**src/rtl/mem_access_unit_pkg.sv**
```systemverilog
// mau_pkg: shared types and helpers for mem_access_unit.
//   op_e     - 3-bit load/store opcode as presented on req_op
//   state_e  - access FSM states
//   is_store, is_misaligned - opcode classification helpers
package mau_pkg;

  typedef enum logic [2:0] {
    OP_LW  = 3'b000,
    OP_LH  = 3'b001,
    OP_LHU = 3'b010,
    OP_LB  = 3'b011,
    OP_LBU = 3'b100,
    OP_SW  = 3'b101,
    OP_SH  = 3'b110,
    OP_SB  = 3'b111
  } op_e;

  typedef enum logic [1:0] {
    ST_IDLE,
    ST_EXEC,
    ST_WRITE,
    ST_RESP
  } state_e;

  function automatic logic is_store(op_e op);
    return op inside {OP_SW, OP_SH, OP_SB};
  endfunction

  // Words need a 4-byte aligned address, halfwords 2-byte; bytes never fault.
  function automatic logic is_misaligned(op_e op, logic [1:0] off);
    case (op)
      OP_LW, OP_SW:         return off != 2'b00;
      OP_LH, OP_LHU, OP_SH: return off[0];
      default:              return 1'b0;
    endcase
  endfunction

endpackage

```
**src/rtl/mem_access_unit_if.sv**
```systemverilog
// mem_access_unit_if: request/response handshake towards the MEM stage plus
// the data-memory port.
//   slave  - view of the access unit (accepts requests, drives the memory)
//   master - view of the environment (pipeline stage and data memory)
interface mem_access_unit_if #(
  parameter int unsigned ADDR_W = 12
) ();

  logic              req_valid;
  logic              req_ready;
  logic [2:0]        req_op;
  logic [31:0]       req_addr;
  logic [31:0]       req_wdata;
  logic              rsp_valid;
  logic              rsp_ready;
  logic [31:0]       rsp_rdata;
  logic              rsp_err;
  logic [ADDR_W-1:0] dm_addr;
  logic [31:0]       dm_wdata;
  logic              dm_we;
  logic [31:0]       dm_rdata;

  modport slave (
    input  req_valid, req_op, req_addr, req_wdata, rsp_ready, dm_rdata,
    output req_ready, rsp_valid, rsp_rdata, rsp_err, dm_addr, dm_wdata, dm_we
  );

  modport master (
    output req_valid, req_op, req_addr, req_wdata, rsp_ready, dm_rdata,
    input  req_ready, rsp_valid, rsp_rdata, rsp_err, dm_addr, dm_wdata, dm_we
  );

endinterface

```
**src/rtl/mem_access_unit_byte_lane.sv**
```systemverilog
// mau_byte_lane: combinational lane steering for the access unit.
//   op_i    - latched opcode
//   off_i   - byte offset within the word (addr[1:0])
//   word_i  - memory word as read
//   wdata_i - low halfword of the store data
//   load_o  - selected lane, sign/zero-extended (full word for LW)
//   merge_o - word_i with the SH/SB target lane replaced by store data
module mau_byte_lane
  import mau_pkg::*;
(
  input  op_e         op_i,
  input  logic [1:0]  off_i,
  input  logic [31:0] word_i,
  input  logic [15:0] wdata_i,
  output logic [31:0] load_o,
  output logic [31:0] merge_o
);

  logic [7:0]  byte_sel;
  logic [15:0] half_sel;

  always_comb begin
    byte_sel = word_i[{off_i, 3'b000} +: 8];
    half_sel = off_i[1] ? word_i[31:16] : word_i[15:0];

    load_o = word_i;
    case (op_i)
      OP_LH:   load_o = {{16{half_sel[15]}}, half_sel};
      OP_LHU:  load_o = {16'h0000, half_sel};
      OP_LB:   load_o = {{24{byte_sel[7]}}, byte_sel};
      OP_LBU:  load_o = {24'h000000, byte_sel};
      default: load_o = word_i;
    endcase

    merge_o = word_i;
    case (op_i)
      OP_SH:   merge_o[{off_i[1], 4'b0000} +: 16] = wdata_i;
      OP_SB:   merge_o[{off_i, 3'b000} +: 8]      = wdata_i[7:0];
      default: merge_o = word_i;
    endcase
  end

endmodule

```
**src/rtl/mem_access_unit.sv**
```systemverilog
// mem_access_unit: MEM-stage initiator for the word-wide data memory.
// One load/store per request handshake; sub-word stores use read-modify-write;
// misaligned accesses answer with rsp_err and never touch memory.
//   clk, rst_n - clock, asynchronous active-low reset
//   bus        - request/response handshake and data-memory port (slave view)
module mem_access_unit
  import mau_pkg::*;
#(
  parameter int unsigned ADDR_W = 12
) (
  input logic              clk,
  input logic              rst_n,
  mem_access_unit_if.slave bus
);

  state_e            state_q, state_d;
  op_e               op_q;
  logic [ADDR_W+1:0] addr_q;
  logic [31:0]       wdata_q;
  logic [31:0]       rdata_q;
  logic [31:0]       merge_q;
  logic              err_q;

  op_e         req_op;
  logic        req_mis;
  logic [31:0] lane_load;
  logic [31:0] lane_merge;

  // Address bits above the memory word range wrap away.
  logic unused_addr_hi;
  assign unused_addr_hi = ^bus.req_addr[31:ADDR_W+2];

  assign req_op  = op_e'(bus.req_op);
  assign req_mis = is_misaligned(req_op, bus.req_addr[1:0]);

  mau_byte_lane u_lane (
    .op_i    (op_q),
    .off_i   (addr_q[1:0]),
    .word_i  (bus.dm_rdata),
    .wdata_i (wdata_q[15:0]),
    .load_o  (lane_load),
    .merge_o (lane_merge)
  );

  // State register
  always_ff @(posedge clk or negedge rst_n) begin
    if (!rst_n) state_q <= ST_IDLE;
    else        state_q <= state_d;
  end

  // Next-state logic
  always_comb begin
    state_d = state_q;
    case (state_q)
      ST_IDLE:  if (bus.req_valid) state_d = req_mis ? ST_RESP : ST_EXEC;
      ST_EXEC:  state_d = (op_q inside {OP_SH, OP_SB}) ? ST_WRITE : ST_RESP;
      ST_WRITE: state_d = ST_RESP;
      ST_RESP:  if (bus.rsp_ready) state_d = ST_IDLE;
      default:  state_d = ST_IDLE;
    endcase
  end

  // Outputs: dm_we depends only on registers so it is steady across the
  // falling edge at which the memory writes.
  always_comb begin
    bus.req_ready = 1'b0;
    bus.rsp_valid = 1'b0;
    bus.dm_we     = 1'b0;
    bus.dm_wdata  = wdata_q;
    case (state_q)
      ST_IDLE:  bus.req_ready = 1'b1;
      ST_EXEC:  bus.dm_we     = (op_q == OP_SW);
      ST_WRITE: begin
        bus.dm_we    = 1'b1;
        bus.dm_wdata = merge_q;
      end
      ST_RESP:  bus.rsp_valid = 1'b1;
      default:  bus.req_ready = 1'b0;
    endcase
  end

  assign bus.dm_addr   = addr_q[ADDR_W+1:2];
  assign bus.rsp_rdata = rdata_q;
  assign bus.rsp_err   = err_q;

  // Request latch, load result and RMW merge registers
  always_ff @(posedge clk or negedge rst_n) begin
    if (!rst_n) begin
      op_q    <= OP_LW;
      addr_q  <= '0;
      wdata_q <= '0;
      rdata_q <= '0;
      merge_q <= '0;
      err_q   <= 1'b0;
    end else begin
      case (state_q)
        ST_IDLE: begin
          if (bus.req_valid) begin
            op_q    <= req_op;
            addr_q  <= bus.req_addr[ADDR_W+1:0];
            wdata_q <= bus.req_wdata;
            rdata_q <= '0;
            err_q   <= req_mis;
          end
        end
        ST_EXEC: begin
          if (!is_store(op_q))                rdata_q <= lane_load;
          if (op_q inside {OP_SH, OP_SB})     merge_q <= lane_merge;
        end
        default: ;
      endcase
    end
  end

endmodule

```
**src/flat_wrapper.sv**
```systemverilog
// flat-port wrapper written by rule: the top's interface ports become plain ports
module mem_access_unit_flat import mau_pkg::*;
#(
  parameter int unsigned ADDR_W = 12
)
  (clk, rst_n, bus_req_valid, bus_req_op, bus_req_addr, bus_req_wdata, bus_rsp_ready, bus_dm_rdata, bus_req_ready, bus_rsp_valid, bus_rsp_rdata, bus_rsp_err, bus_dm_addr, bus_dm_wdata, bus_dm_we);
  mem_access_unit_if #(.ADDR_W(ADDR_W)) bus_i ();
  input logic clk;
  input logic rst_n;
  input wire logic [$bits(bus_i.req_valid)-1:0] bus_req_valid;
  input wire logic [$bits(bus_i.req_op)-1:0] bus_req_op;
  input wire logic [$bits(bus_i.req_addr)-1:0] bus_req_addr;
  input wire logic [$bits(bus_i.req_wdata)-1:0] bus_req_wdata;
  input wire logic [$bits(bus_i.rsp_ready)-1:0] bus_rsp_ready;
  input wire logic [$bits(bus_i.dm_rdata)-1:0] bus_dm_rdata;
  output wire logic [$bits(bus_i.req_ready)-1:0] bus_req_ready;
  output wire logic [$bits(bus_i.rsp_valid)-1:0] bus_rsp_valid;
  output wire logic [$bits(bus_i.rsp_rdata)-1:0] bus_rsp_rdata;
  output wire logic [$bits(bus_i.rsp_err)-1:0] bus_rsp_err;
  output wire logic [$bits(bus_i.dm_addr)-1:0] bus_dm_addr;
  output wire logic [$bits(bus_i.dm_wdata)-1:0] bus_dm_wdata;
  output wire logic [$bits(bus_i.dm_we)-1:0] bus_dm_we;
  assign bus_i.req_valid = bus_req_valid;
  assign bus_i.req_op = bus_req_op;
  assign bus_i.req_addr = bus_req_addr;
  assign bus_i.req_wdata = bus_req_wdata;
  assign bus_i.rsp_ready = bus_rsp_ready;
  assign bus_i.dm_rdata = bus_dm_rdata;
  assign bus_req_ready = bus_i.req_ready;
  assign bus_rsp_valid = bus_i.rsp_valid;
  assign bus_rsp_rdata = bus_i.rsp_rdata;
  assign bus_rsp_err = bus_i.rsp_err;
  assign bus_dm_addr = bus_i.dm_addr;
  assign bus_dm_wdata = bus_i.dm_wdata;
  assign bus_dm_we = bus_i.dm_we;
  mem_access_unit #(.ADDR_W(ADDR_W)) u_core (.clk(clk), .rst_n(rst_n), .bus(bus_i));
endmodule
```
**config.mk**
```make
export PLATFORM = sky130hd
export DESIGN_NAME = mem_access_unit_flat
export DESIGN_NICKNAME = d
export VERILOG_FILES = /design/src/rtl/mem_access_unit_pkg.sv /design/src/rtl/mem_access_unit_if.sv /design/src/rtl/mem_access_unit_byte_lane.sv /design/src/rtl/mem_access_unit.sv /design/src/flat_wrapper.sv
export SDC_FILE = /design/constraint.sdc
export NUM_CORES = 1
export LEC_CHECK = 0
export CAP_MARGIN = 20
export CORE_ASPECT_RATIO = 0.7
export CORE_MARGIN = 2
export CORE_UTILIZATION = 49
export CTS_BUF_LIST = sky130_fd_sc_hd__clkbuf_8
export CTS_CLUSTER_DIAMETER = 120
export DETAILED_ROUTE_END_ITERATION = 10
export HOLD_SLACK_MARGIN = 0.15
export PLACE_DENSITY = 0.82
export SYNTH_ARGS = -nofsm -noshare
export SYNTH_HDL_FRONTEND = slang
export SYNTH_SLANG_ARGS = --single-unit
```
**constraint.sdc**
```tcl
create_clock -name clk -period 2.8 [get_ports clk]
set_clock_uncertainty 0.2 [all_clocks]
set_input_delay 0.56 -clock clk [delete_from_list [all_inputs] [get_ports clk]]
set_output_delay 0.56 -clock clk [all_outputs]
set_load 0.1 [all_outputs]
```
### After elaboration in Yosys (flattened, before gate mapping)

Index checks and enable logic that the tools add are counted.

| storage, ports and cells | value |
|---|---|
| input bits | 103 |
| register bits | 116 |
| output and inout bits | 80 |
| word-level logic and storage cells | 61 |

| cells by class | value |
|---|---|
| equal/unequal tests | 17 |
| multiplexer cells | 18 |
| $add $sub $neg | 2 |
| reduce and logical (&&, ||, !) cells | 12 |
| shift-type cells | 5 |

Operators by type and width:

| cell | count |
|---|---|
| 32-bit case mux with 2 select lines | 2 |
| 32-bit case mux with 4 select lines | 1 |
| 32-bit two-way mux | 3 |
| 32-bit bitwise mux | 2 |
| 16-bit by 7-bit variable shift with 32-bit output, first input constant | 1 |
| 8-bit by 7-bit variable shift with 32-bit output, first input constant | 1 |
| 16-bit by 7-bit variable part select with 32-bit output | 1 |
| 32-bit by 6-bit variable part select with 8-bit output | 1 |
| 8-bit by 7-bit variable part select with 32-bit output | 1 |
| 3-bit == test, second input constant | 6 |
| 16-bit two-way mux | 1 |
| 5-bit negation with 7-bit output | 2 |
| 3-bit by 2-bit == test with 1-bit output, second input constant | 3 |
| 2-bit case mux with 4 select lines | 1 |
| 3-bit by 1-bit == test with 1-bit output, second input constant | 2 |
| 2-bit two-way mux | 3 |
| 2-bit inequality test, second input constant | 3 |
| 2-bit AND reduction | 3 |
| 2-bit nonzero test | 3 |
| 2-bit == test, second input constant | 2 |
| 1-bit case mux with 2 select lines | 2 |
| 3-bit logical NOT | 1 |
| 1-bit two-way mux | 3 |
| 3-bit AND reduction | 1 |
| other kinds (5) | 5 |

### Longest topological paths before layout

| logic depth | value |
|---|---|
| word-level depth | 6 |
| depth in mapped cells | 9 |
| depth with buffers taken out | 7 |

### By module

Synthesis repeated with hierarchy kept, for this count alone.

| unflattened totals | value |
|---|---|
| cells, all modules | 584 |
| area, all modules | 6498.7 µm² |

Modules (own cells, without submodules):

| module | cells each | seq. area each (µm²) | area each (µm²) | instances |
|---|---|---|---|---|
| mem_access_unit | 393 | 2902.8 | 5011.1 | 1 |
| mau_byte_lane | 191 | 0.0 | 1487.7 | 1 |

### Least setup slack after synthesis

OpenSTA, ideal clock, no wires.

| path | value |
|---|---|
| kind | register -> output |
| from | register u_core.state_q[0] |
| to | output bus_dm_we |
| path slack | 0.075 ns |
| data required time | 2.040 ns |
| arrival time | 1.965 ns |
| cell stages (with the launch flop) | 6 |
| path buffers | 2 |
| cells stage by stage | dfrtp_1 > inv_1 > ha_1 > clkbuf_1 > clkbuf_1 > o21a_1 |

| between the ends | value |
|---|---|
| word-level cells in the longest chain between the ends | 2 |

Ends and longest elaborated chain:

| item | line | text |
|---|---|---|
| start: declaration | mem_access_unit.sv:16 | `state_e state_q, state_d;` |
| start signal: assignment | mem_access_unit.sv:48 | `else state_q <= state_d;` |
| 2-bit == test / 2-bit by 1-bit == test with 1-bit output (equally long branches) | mem_access_unit.sv:70 | `case (state_q)` |
| 1-bit case mux with 2 select lines (*) | mem_access_unit.sv:70 |  |
| end: declaration | flat_wrapper.sv:22 | `output wire logic [$bits(bus_i.dm_we)-1:0] bus_dm_we;` |

Every way passes the cells marked *; elsewhere a longest branch is shown, timed or not.

### Worst setup path in the final report

| path | value |
|---|---|
| from | register u_core.state_q[0] |
| to | output bus_dm_wdata[6] |

| between the ends | value |
|---|---|
| word-level cells in the longest chain between the ends | 2 |

Ends and longest elaborated chain:

| item | line | text |
|---|---|---|
| 2-bit == test | mem_access_unit.sv:70 |  |
| 32-bit two-way mux | mem_access_unit.sv:70 |  |
| end: declaration | flat_wrapper.sv:21 | `output wire logic [$bits(bus_i.dm_wdata)-1:0] bus_dm_wdata;` |

Every way passes these cells.

==> results by group <==
Setup path
  – Slowest stage cell on the critical path: dfrtp_1
  – CP Capture Type: output port
  – Crit path kind: flop to output port
  – Critical path arrival: 1.94 ns
  – CP peak stage delay: 0.40 ns
  – Most frequent CP cell: buf_12
  – Setup crit start kind: flop
  – CP Cell Sequence: inv_2 -> ha_4 -> buf_12 -> mux2_2 -> buf_12
  – Flop2flop setup slack: 0.21 ns
  – Crit path max fanout: 16
  – Crit path required time: 2.04 ns

GRT
  – Gr ovfl total: 0
  – Met3 Usage GRT: 0.0797
  – Vias in the first global route: 5701
  – Global route hottest layer: met2
  – Total track usage: 0.294
  – M1 GR Usage: 0.417
  – Antenna violations before repair: 0
  – Met2 usage: 0.454
  – Largest net degree at the start of global routing: 117
  – Global-route wire length before repair: 31.3 mm

Min path
  – Hold Path Class: flop to flop

Timing
  – Final Hold Viols: 0
  – Measured slew at the worst slew-check pin: 1.08 ns
  – Final hold slack: 0.288 ns
  – TNS Setup: 0 ns
  – Fin crit period: 2.70 ns
  – Setup slack after layout: 0.102 ns
  – Slew margin rel.: 0.278
  – Period utilization: 0.964
  – RSZ-0062 raised after global routing: no
  – Endpoints failing setup: 0
  – Max-slew violation count: 0
  – Fmax: 371 MHz

Die
  – Die area: 13700 sq um
  – Num ports: 183
  – Core ar.: 12500 sq um
  – Initial Utilization: 0.503
  – Row count: 34
  – Die Span Y: 98.7 um
  – Die Wd: 139 um

Final layout
  – Most common cell after layout, fill and taps aside: dfrtp_1
  – Footprint of the multi-input gates: 3020 sq um
  – Register Area: 2900 sq um
  – Fill cell count: 939
  – Share of layout cells above drive strength 1: 0.303
  – Most frequent cells in the layout: 115 x dfrtp_1, 83 x clkdlybuf4s50_1, 81 x mux2_2
  – Antenna cells: 0
  – Syn-to-layout area delta: 39.2%
  – Nets: 889
  – Post-Layout Cell Count: 952

Place
  – Placed cell count: 917
  – Port buffer count: 164
  – DPL Wire Length: 14.0 mm
  – Pre-CTS WS: 0.177 ns
  – Placer congestion estimate: 0.918

Routing
  – Routed len/inst: 20.8 um
  – Initial DRT Pass Iterations: 10
  – Vias: 5773
  – Number of vias per cell: 6.06
  – Detail Route Antenna Nets: 0
  – Drt drc: 0
  – Final WL: 19.8 mm
  – Initial drt markers: 737

Clock network
  – Longest Clk Path Bufs: 2
  – H-tree Lvls: 4
  – TritonCTS Sinks: 116
  – CTS tree: yes
  – Cts bufs inserted: 17
  – Root Driver: clkbuf_8
  – CTS clk-pin slew, worst paths: 0.07 ns
  – Worst skew pair latency: 0.45 ns

Yosys
  – Flip-flop and latch count after synthesis: 116
  – Post-synth EDFFs: 0
  – Netlist cell types: 50
  – Syn Nets: 736
  – Synth Warn #: 0
  – Post-Syn Area: 6270 sq um
  – Top_reg_cell synth: dfrtp_1
  – Seq/Total Area, Yosys: 0.463
  – Synth Area per Inst: 10.0 sq um
  – FFs w/ async S/R, synth: 1.00
  – Synth Instances: 624

Job
  – Max_cap viols: 0

Run status
  – Status: finished, final reports clean
[Yosys cell counts (8+ instances only)]
cell type  count  share of area
a221oi_1      16          0.022
dfrtp_1      116           0.46
ha_1           9          0.018
mux2_2        81           0.15
o21ai_1       12         0.0096
inv_1         26          0.016
nand2_1       75          0.045
a222oi_1      16          0.026
a22o_1         8          0.011
nor2_1        37          0.022
buf_4         17          0.020
clkbuf_1      25          0.015
a21oi_1       27          0.022
o21ai_0       65          0.052
[flip-flops by register name (all words and copies together) (netlist names)]
signal                count
u_core.merge_q           32
u_core.op_q               3
u_core.bus.rsp_err        1
u_core.bus.rsp_rdata     32
u_core.wdata_q           32
u_core.addr_q            14
u_core.state_q            2
[worst max-delay path: cells and delay by family, from the launching register on]
family | cells | cell delay, ns
adder cells (fa/ha/maj) | 1 | 0.21
flip-flops | 1 | 0.40
buffers and inverters | 3 | 0.47
multiplexers | 1 | 0.39
[cell families (layout without fill, tap and decap cells)]
group	count (synthesis)	count (layout)	synth area share
buffers and inverters	80	246	0.0607
muxes	86	86	0.154
DFF	116	116	0.463
AOI/OAI and AO/OA	195	195	0.207
and+or+nand+nor	138	138	0.0970
adders and majority gates	9	9	0.0180
[area by class of cell]
cell class / instances / share of cell area
timing repair buffer: 188 / 0.242
multi-input combinational: 428 / 0.346
inverter: 26 / 0.0112
clock buffer: 17 / 0.0268
sequential: 116 / 0.333
clock inverter: 15 / 0.0176
tap: 162 / 0.0232
[routing by layer]
metal / up-vias / wire length, um
met5: - / 0
met4: 0 / 320
met3: 45 / 2120
met2: 368 / 8980
met1: 2787 / 8420
li1: 2573 / -
[per-stage QoR]
stage / cell area [sq um] / utilization
6_report: 8730 / 0.700
4_1_cts: 8720 / 0.700
5_1_grt: 8730 / 0.700
3_3_place_gp: 8270 / 0.664
2_1_floorplan: 6270 / -
3_5_place_dp: 8270 / 0.664
[timing repair]
item	in CTS	in global routing
setup buffers	1	0
cloned	1	0
endpoints found under the setup margin	29	17
hold endpoints to repair	116	0
hold buffers	1	0
gates resized for setup	4	3
[worst paths after layout]
path,cells past startpoint,from,endpoint
min reg2reg,2,u_core.merge_q[10],u_core.merge_q[10]
max,5,u_core.state_q[0],bus_dm_wdata[6]
min in group asynchronous,3,rst_n,u_core.wdata_q[21]
max in group asynchronous,3,rst_n,u_core.op_q[0]
min,2,u_core.merge_q[10],u_core.merge_q[10]
max reg2reg,5,u_core.addr_q[1],u_core.merge_q[23]
Power is left out: the tool's default activity adds up to more than one toggle a clock period on the data nets, which glitch-free logic cannot reach.
